### config.mk
export PLATFORM = sky130hd
export DESIGN_NAME = conv_window_5x5
export DESIGN_NICKNAME = d
export VERILOG_FILES = /design/src/rtl/conv_window_5x5.sv
export SDC_FILE = /design/constraint.sdc
export NUM_CORES = 1
export LEC_CHECK = 0
export BUFFER_PORTS_ARGS = -buffer_cell sky130_fd_sc_hd__buf_2
export CAP_MARGIN = 5
export CORE_ASPECT_RATIO = 1.4
export CORE_MARGIN = 2
export CORE_UTILIZATION = 30
export DETAILED_ROUTE_END_ITERATION = 8
export HOLD_SLACK_MARGIN = 0.02
export PLACE_DENSITY = 0.5
export SLEW_MARGIN = 5
export SYNTH_ARGS = -nofsm -noshare
export SYNTH_HDL_FRONTEND = slang
export SYNTH_SLANG_ARGS = --single-unit
### constraint.sdc
create_clock -name clk -period 7.68 [get_ports clk]
set_input_delay 1.536 -clock clk [delete_from_list [all_inputs] [get_ports clk]]
set_output_delay 1.536 -clock clk [all_outputs]
set_load 0.005 [all_outputs]
### src/rtl/conv_window_5x5.sv
// 5x5 sliding-window assembler: shifts five row-aligned taps per accepted pixel
// and presents each fully-populated window with its output coordinates.
module conv_window_5x5 #(
  parameter int IMG_WIDTH  = 32,
  parameter int IMG_HEIGHT = 32,
  parameter int K          = 5,
  parameter int DW         = 8
) (
  input  logic                clk,
  input  logic                rst,
  input  logic                valid_in,
  output logic                in_ready,
  input  logic [DW-1:0]       tap0,
  input  logic [DW-1:0]       tap1,
  input  logic [DW-1:0]       tap2,
  input  logic [DW-1:0]       tap3,
  input  logic [DW-1:0]       tap4,
  output logic                win_valid,
  input  logic                win_ready,
  output logic [K*K*DW-1:0]   win_data,
  output logic [4:0]          win_col,
  output logic [4:0]          win_row,
  output logic                win_last
);

  localparam logic [4:0] X_LAST = 5'(IMG_WIDTH - 1);
  localparam logic [4:0] Y_LAST = 5'(IMG_HEIGHT - 1);
  localparam logic [4:0] EDGE   = 5'(K - 1);

  // Handshake: a window is transferred when win_valid && win_ready at a rising
  // edge; taps are consumed when valid_in && in_ready, and in_ready only drops
  // while an un-taken window is being held.
  logic [4:0]    x_cnt;
  logic [4:0]    y_cnt;
  logic [DW-1:0] win   [K][K];
  logic [DW-1:0] taps  [K];
  logic          accept;
  logic          x_end;
  logic          y_end;
  logic          full_win;

  assign in_ready = !win_valid || win_ready;
  assign accept   = valid_in && in_ready;
  assign x_end    = (x_cnt == X_LAST);
  assign y_end    = (y_cnt == Y_LAST);
  assign full_win = (x_cnt >= EDGE) && (y_cnt >= EDGE);

  // Row 0 of the window is the oldest line, so it takes the deepest tap.
  assign taps[0] = tap4;
  assign taps[1] = tap3;
  assign taps[2] = tap2;
  assign taps[3] = tap1;
  assign taps[4] = tap0;

  always_ff @(posedge clk) begin
    if (rst) begin
      x_cnt <= '0;
      y_cnt <= '0;
    end else if (accept) begin
      if (x_end) begin
        x_cnt <= '0;
        y_cnt <= y_end ? 5'd0 : y_cnt + 5'd1;
      end else begin
        x_cnt <= x_cnt + 5'd1;
      end
    end
  end

  always_ff @(posedge clk) begin
    if (rst) begin
      for (int r = 0; r < K; r++) begin
        for (int c = 0; c < K; c++) begin
          win[r][c] <= '0;
        end
      end
    end else if (accept) begin
      for (int r = 0; r < K; r++) begin
        for (int c = 0; c < K - 1; c++) begin
          win[r][c] <= win[r][c+1];
        end
        win[r][K-1] <= taps[r];
      end
    end
  end

  always_comb begin
    win_data = '0;
    for (int r = 0; r < K; r++) begin
      for (int c = 0; c < K; c++) begin
        win_data[(r*K+c)*DW +: DW] = win[r][c];
      end
    end
  end

  // Coordinates are taken from the pre-increment counters, i.e. the pixel just
  // accepted is the bottom-right corner of the new window.
  always_ff @(posedge clk) begin
    if (rst) begin
      win_valid <= 1'b0;
      win_col   <= '0;
      win_row   <= '0;
      win_last  <= 1'b0;
    end else if (accept) begin
      win_valid <= full_win;
      if (full_win) begin
        win_col  <= x_cnt - EDGE;
        win_row  <= y_cnt - EDGE;
        win_last <= x_end && y_end;
      end
    end else if (win_ready) begin
      win_valid <= 1'b0;
      win_last  <= 1'b0;
    end
  end

endmodule

[Word-level counts from Yosys, hierarchy flattened]
Memory sizes are Yosys's and may differ from the RTL's.
Index checks and enable logic that the tools add are counted.
Storage, ports and cells
  logic and storage cells: 86
  flip-flop bits (word level): 22
  output and inout port bits: 213
  memories kept: 1
  bits of input ports: 44
  memory bits (writable): 200
Memories
  win: depth 5, width 40, read ports 5, clocked after Yosys merged registers in 0, write ports 5, RTL line 35  | logic [DW-1:0] win [K][K];
Cells by class
  reduce and logical (&&, ||, !) cells: 9
  add/sub/neg operators: 4
  $lt $le $gt $ge: 2
  equality and inequality tests: 3
  mux-type cells: 36
  bitwise operators: 25
Operator list (count)
  $mux W8: 25
  $or A1 B1 Y1: 25
  $add A5 B1 Y5 const B: 2
  $eq A5 B5 Y1 const B: 2
  $ge A5 B3 Y1 const B: 2
  $mux W5: 2
  $sub A5 B3 Y5 const B: 2
  $mux W1: 9
  $reduce_and A2 Y1: 3
  $logic_and A1 B1 Y1: 3
  $ne A2 B1 Y1 const B: 1
  $reduce_bool A2 Y1: 1
  $logic_not A1 Y1: 1
  $logic_or A1 B1 Y1: 1

[Depth between registers and ports, before layout]
Gate-level depths: netlist of the first run.
  depth in word-level cells: 7
  depth in mapped cells: 7
  depth with buffers taken out: 6

[Worst setup path after synthesis of the first run]
No wires, ideal clock.
  path type: input-to-reg
  start: in win_ready
  end: mem win[0][0] (netlist name) (enable)
  path buffers: 1
  data required time: 6.064 ns
  setup time: 1.616 ns
  stages: 5
  data arrival time: 5.535 ns
  slack: 0.529 ns
  cell sequence: nor2b_1 -> inv_2 -> nand2_1 -> clkbuf_1 -> nand2b_1
RTL lines
  start, declared: RTL line 19  | input logic win_ready,
  end, declared: RTL line 35

[Worst setup path after layout of the first run]
  start: in win_ready
  end: out in_ready
Between the ends
  word-level cells in the longest chain between the ends: 1
Ends and longest elaborated chain
  $logic_or A1 B1 Y1: RTL line 42  | assign in_ready = !win_valid || win_ready;
  end, declared: RTL line 12  | output logic in_ready,
No other way between the ends.

==> flow_metrics.tcl, run 1 <==
set metrics [dict create \
    status "completed" \
    place_ws_ns 4.00 \
    path_clk_slew_ns 0.06 \
    synthCells 544 \
    grt-ovfl-total 0 \
    grt_pass1_wl_mm 27.8 \
    post-place-cells 1147 \
    cp.arrival_ns 2.15 \
    leakagePower_nw 4.76 \
    antenna_left 0 \
    yosys-mux-area-fraction_pct 0.592 \
    critPathKind "in -> out" \
    start_util_pct 30.6 \
    grt_start_max_net_pins 201 \
    antenna_found_initial 1 \
    rrSetupSlack_ns 5.27 \
    ys_seq_area_share_pct 76.2 \
    r2r_cells 5 \
    wl_per_cell_um 15.4 \
    cp.required_ns 6.14 \
    wl_met3_mm 1.64 \
    synth_top_family_by_area "simple AND/OR/NAND/NOR gates" \
    synth_fa_ha_area_share_pct 1.78 \
    ys_ff_latch 222 \
    final_nets 859 \
    multi_input_area_um2 1890 \
    root_buffer "clkbuf_16" \
    grt_setup_unrepaired "no" \
    routed_wl_mm 18.3 \
    endpoint_kind "output pin" \
    firstDrtPassIters 4 \
    netlist_area_um2 8460 \
    slowest_stage "nor2b_1" \
    hp-class "reg -> reg" \
    m1WireLength_mm 7.44 \
    synth_xor_area_share_pct 0.207 \
    die-area_um2 29600 \
    fin_crit_ns 3.68 \
    io_pins 257 \
    drive_above_1_share_pct 36.7 \
    final_common_cell "buf_2" \
    yosysWarnings 0 \
    grt.total_usage_pct 11.9 \
    clk_path_buf_depth 3 \
    startpoint_type "primary input" \
    clock_sinks 222 \
    area_growth_pct 28.8 \
    dp_hpwl_mm 11.9 \
    remaining_drc_errors 0 \
    numCtsBuffers 24 \
    crit_top_cell "buf_2" \
    cts_setup_buffers 0 \
    yosysTopAreaCell "edfxtp_1" \
    synth.top_cells.by_area "edfxtp_1 71%, and2_1 15%, dfxtp_1 5.2%" \
    slew_viol_final 0 \
    die_h_um 203 \
    vias_per_cell 4.18 \
    holdPathStages 2 \
    regArea_um2 6450 \
    setup_violations 0 \
    wl_met2_mm 8.67 \
    htreeDepth 1 \
    synth-simple-area-share_pct 17.6 \
    path_cells "buf_2 > nor2b_1 > inv_2 > buf_2" \
    period_share_pct 48.0 \
    first_iter_violations 248 \
    hold-worst-slack_ns 0.488 \
    max_freq_ghz 0.272 \
    coreArea_um2 27700 \
    yosysTopAreaCellShare_pct 71.0 \
    dieWidth_um 146 \
    setup_tns_ns 0 \
    rows 72 \
    io_buffer_count 256 \
    final_cell_mix "256 x buf_2, 202 x and2_1, 200 x edfxtp_1" \
    place_congestion 0.699 \
    hold_viol_final 0 \
    fin_ws_ns 4.00 \
    syn_nets 600 \
    n_fill_cell 2680 \
    slew_headroom_pct 11.9 \
    skew_ns 0.00854 \
    cts-resized-gates 0 \
    worst_path_largest_cell_delay_ns 0.25 \
    grt_pass1_vias 4904 \
    tightest_slew_ns 1.32 \
    highest_layer "met4" \
    vdd_ir_drop_max_mv 0.157 \
    dr_total_vias 4986 \
    layoutNonFillerInstCount 1192 \
    syn_avg_cell_area_um2 15.5 \
    synth_compound_area_share_pct 1.92 \
    yosysUniqueCellTypes 27 \
    drv_cap 0 \
    crit_fanout 6 \
    clkLatencyLatePin_ns 0.51 \
    cts_tree "done" \
    cts_hold_buf 0 \
    pwr_density_cell_nw_per_um2 246 \
]
synthesized netlist by cell type, drive strengths merged:
library cell / count
or4: 2
or4b: 2
nor2: 16
nand4b: 1
and2: 202
a21oi: 11
or3: 2
dfxtp: 22
nor4b: 1
clkbuf: 25
mux2i: 5
nor2b: 1
nand3b: 1
nand3: 5
a2111oi: 2
edfxtp: 200
inv: 9
or3b: 1
o21ai: 4
a211oi: 6
xnor2: 2
nand2b: 2
nand2: 7
a31oi: 2
buf: 1
ha: 12
power by group:
part	switching, mW	internal [mW]	total (mW)
combinational	0.0904	0.0722	0.163
sequential	0.0304	1.40	1.43
clock	0.460	0.629	1.09
total	0.581	2.10	2.68
layer usage:
layer	up-vias	track usage, %
met1	2341	13.8
met2	189	19.8
met3	33	4.47
li1	2423	-
met5	-	0
met4	0	4.69
worst max-delay path: cells and delay by family:
kind                   cells  cell delay [ns]
and+or+nand+nor            1             0.25
buffers and inverters      3             0.36
worst paths after layout:
check / startpoint / to
setup / recovery: win_ready / in_ready
hold / removal: win_last / win_last
setup reg to reg: win_valid / win[0][136]
hold reg to reg: win_last / win_last
stage by stage:
step	power, mW	cell area, um^2	utilization, %
after floorplan	1.52	8460	-
after global placement	1.62	10100	36.7
after detailed placement	1.62	10100	36.7
after CTS	2.73	10900	39.4
after global routing	2.79	10900	39.4
final	2.68	10900	39.4
layout make-up:
cell class,count,area share (%)
flip-flops and latches,222,59.2
clock buffers,30,5.92
multi-input cells,287,17.3
inverters,9,0.310
repair buffers,259,12.1
diodes,1,0.0230
clock inverters,14,0.885
well taps,370,4.25
state kept, by name, summed over array words and instances (netlist names):
name / count
win_valid: 1
win: 200
win_col: 5
y_cnt: 5
win_last: 1
win_row: 5
x_cnt: 5
kinds of logic (layout without fill, tap and decap cells):
kind of cell | count (synthesis) | count (layout)
DFF | 222 | 222
and+or+nand+nor | 243 | 243
xor gates and xnor gates | 2 | 2
adders and majority gates | 12 | 12
buffers and inverters | 35 | 312
AOI/OAI and AO/OA | 25 | 25
muxes | 5 | 5
other | 0 | 1
No activity file was read; power rests on OpenSTA's default activity.
==> run 2: changes to the inputs <==
Settings changed: PLACE_DENSITY 0.5 to 0.52.
Clock period 7.68 ns to 3.3 ns, I/O delays scaled along.
==> run 2 against run 1 <==
  * Sequential cell count did not move
  * Critical path type is now reg -> reg
  * Final cell count rose by 0.17%
  * Sequential share of layout area fell by 0.13 points
  * Count of clock-buffer cells in the layout fell by 1
  * Non-clock buffer count rose by 7
==> flow_metrics.tcl, run 2 (synthesis results as in run 1) <==
set metrics [dict create \
    numCtsBuffers 23 \
    dr_total_vias 4958 \
    critPathKind "reg -> reg" \
    firstDrtPassIters 4 \
    io_buffer_count 256 \
    layoutNonFillerInstCount 1194 \
    dp_hpwl_mm 12.6 \
    place_congestion 0.766 \
    max_freq_ghz 0.451 \
    endpoint_kind "flop" \
    path_cells "ha_1 > and2_1 > ha_1 > nand3_1 > or4b_1 > a21oi_1" \
    rrSetupSlack_ns 1.08 \
    io_pins 257 \
    slew_headroom_pct 34.5 \
    crit_fanout 9 \
    skew_ns 0.0145 \
    cp.required_ns 3.73 \
    tightest_slew_ns 0.978 \
    routed_wl_mm 18.4 \
    cp-endpoint "y_cnt[2]" \
    status "completed" \
    hp-class "in -> reg" \
    clock_sinks 222 \
    wl_per_cell_um 15.4 \
    cts_hold_buf 0 \
    slew_viol_final 0 \
    power_mw 6.02 \
    first_iter_violations 261 \
    final_common_cell "buf_2" \
    worstSetupStartpoint "x_cnt[2]" \
    hold_viol_final 0 \
    startpoint_type "flop" \
    htreeDepth 1 \
    grt_pass1_vias 4783 \
    die_h_um 203 \
    cts_setup_buffers 0 \
    cp.arrival_ns 2.65 \
    worstReg2RegStart "x_cnt[2]" \
    path_clk_slew_ns 0.07 \
    area_growth_pct 29.0 \
    grt.total_usage_pct 11.9 \
    r2r_cells 6 \
    dieWidth_um 146 \
    crit_top_cell "ha_1" \
    setup_tns_ns 0 \
    die-area_um2 29600 \
    hp-start "tap0[4]" \
    coreArea_um2 27700 \
    slowest_stage "or4b_1" \
    grt-ovfl-total 0 \
    antenna_found_initial 0 \
    fin_crit_ns 2.22 \
    leakagePower_nw 4.77 \
    grt_pass1_wl_mm 27.8 \
    vdd_ir_drop_max_mv 0.316 \
    n_fill_cell 2670 \
    grt_setup_unrepaired "no" \
    hold-worst-slack_ns 0.430 \
    antenna_left 0 \
    worst_path_largest_cell_delay_ns 0.57 \
    root_buffer "clkbuf_16" \
    clkLatencyLatePin_ns 0.50 \
    reg2reg_to "y_cnt[2]" \
    grt_start_max_net_pins 201 \
    regMostFlops "win" \
    rows 72 \
    remaining_drc_errors 0 \
    setup_violations 0 \
    cts-resized-gates 0 \
    clk_path_buf_depth 3 \
    drive_above_1_share_pct 36.7 \
    cts_tree "done" \
    largest_reg_flops 200 \
    final_nets 865 \
    pwr_density_cell_nw_per_um2 551 \
    start_util_pct 30.6 \
    final_cell_mix "256 x buf_2, 202 x and2_1, 200 x edfxtp_1" \
    post-place-cells 1154 \
    drv_cap 0 \
    period_share_pct 67.2 \
    vias_per_cell 4.15 \
]
[run 2: changes by cell type in the layout (fill, tap and decap cells not counted), sizes merged]
cell / change
bufinv: -1
clkinv: -3
clkbuf: -1
buf: +7
[run 2: where the power goes]
part | internal, mW | switching, mW
clock | 1.28 | 1.02
sequential | 3.24 | 0.0733
combinational | 0.181 | 0.214
[run 2: area by class of cell]
cell class                 instances  area [um^2]  share of cell area (%)
antenna                            1         2.50                  0.0229
clock buffer                      29          598                    5.48
clock inverter                    10         51.3                   0.470
inverter                           9         33.8                   0.310
multi-input combinational        287         1890                    17.3
sequential                       222         6450                    59.1
tap                              370          463                    4.24
timing repair buffer             266         1430                    13.1
[run 2: worst min-delay path by stage]
stage          cells past startpoint          end  slack (ns)
2_1_floorplan                      2     win_last        0.48
3_3_place_gp                       2   win_row[1]        0.47
3_5_place_dp                       2   win_row[1]        0.48
4_1_cts                            2  win[0][163]        0.40
5_1_grt                            2  win[0][160]        0.41
6_report                           2  win[0][164]        0.43
[run 2: critical path, delay by kind of cell, from the launching register on]
| kind | cells | cell delay, ns |
|---|---|---|
| AOI/OAI and AO/OA | 1 | 0.14 |
| adders and majority gates | 2 | 0.49 |
| and+or+nand+nor | 3 | 1.00 |
| DFF | 1 | 0.52 |
[run 2: stage by stage]
stage	util [%]	instance area, um^2	setup slack [ns]
2_1_floorplan	-	8460	0.215
4_1_cts	39.4	10900	1.05
3_5_place_dp	37.1	10300	0.733
3_3_place_gp	37.1	10300	0.791
5_1_grt	39.4	10900	0.833
6_report	39.5	10900	1.08
[run 2: per-layer routing]
layer  up-vias  track usage (%)  wire length (um)
li1       2423                -                 -
met1      2320             15.1              7550
met2       185             19.9              8860
met3        30             3.24              1550
met4         0             3.92               449
met5         -                0                 0
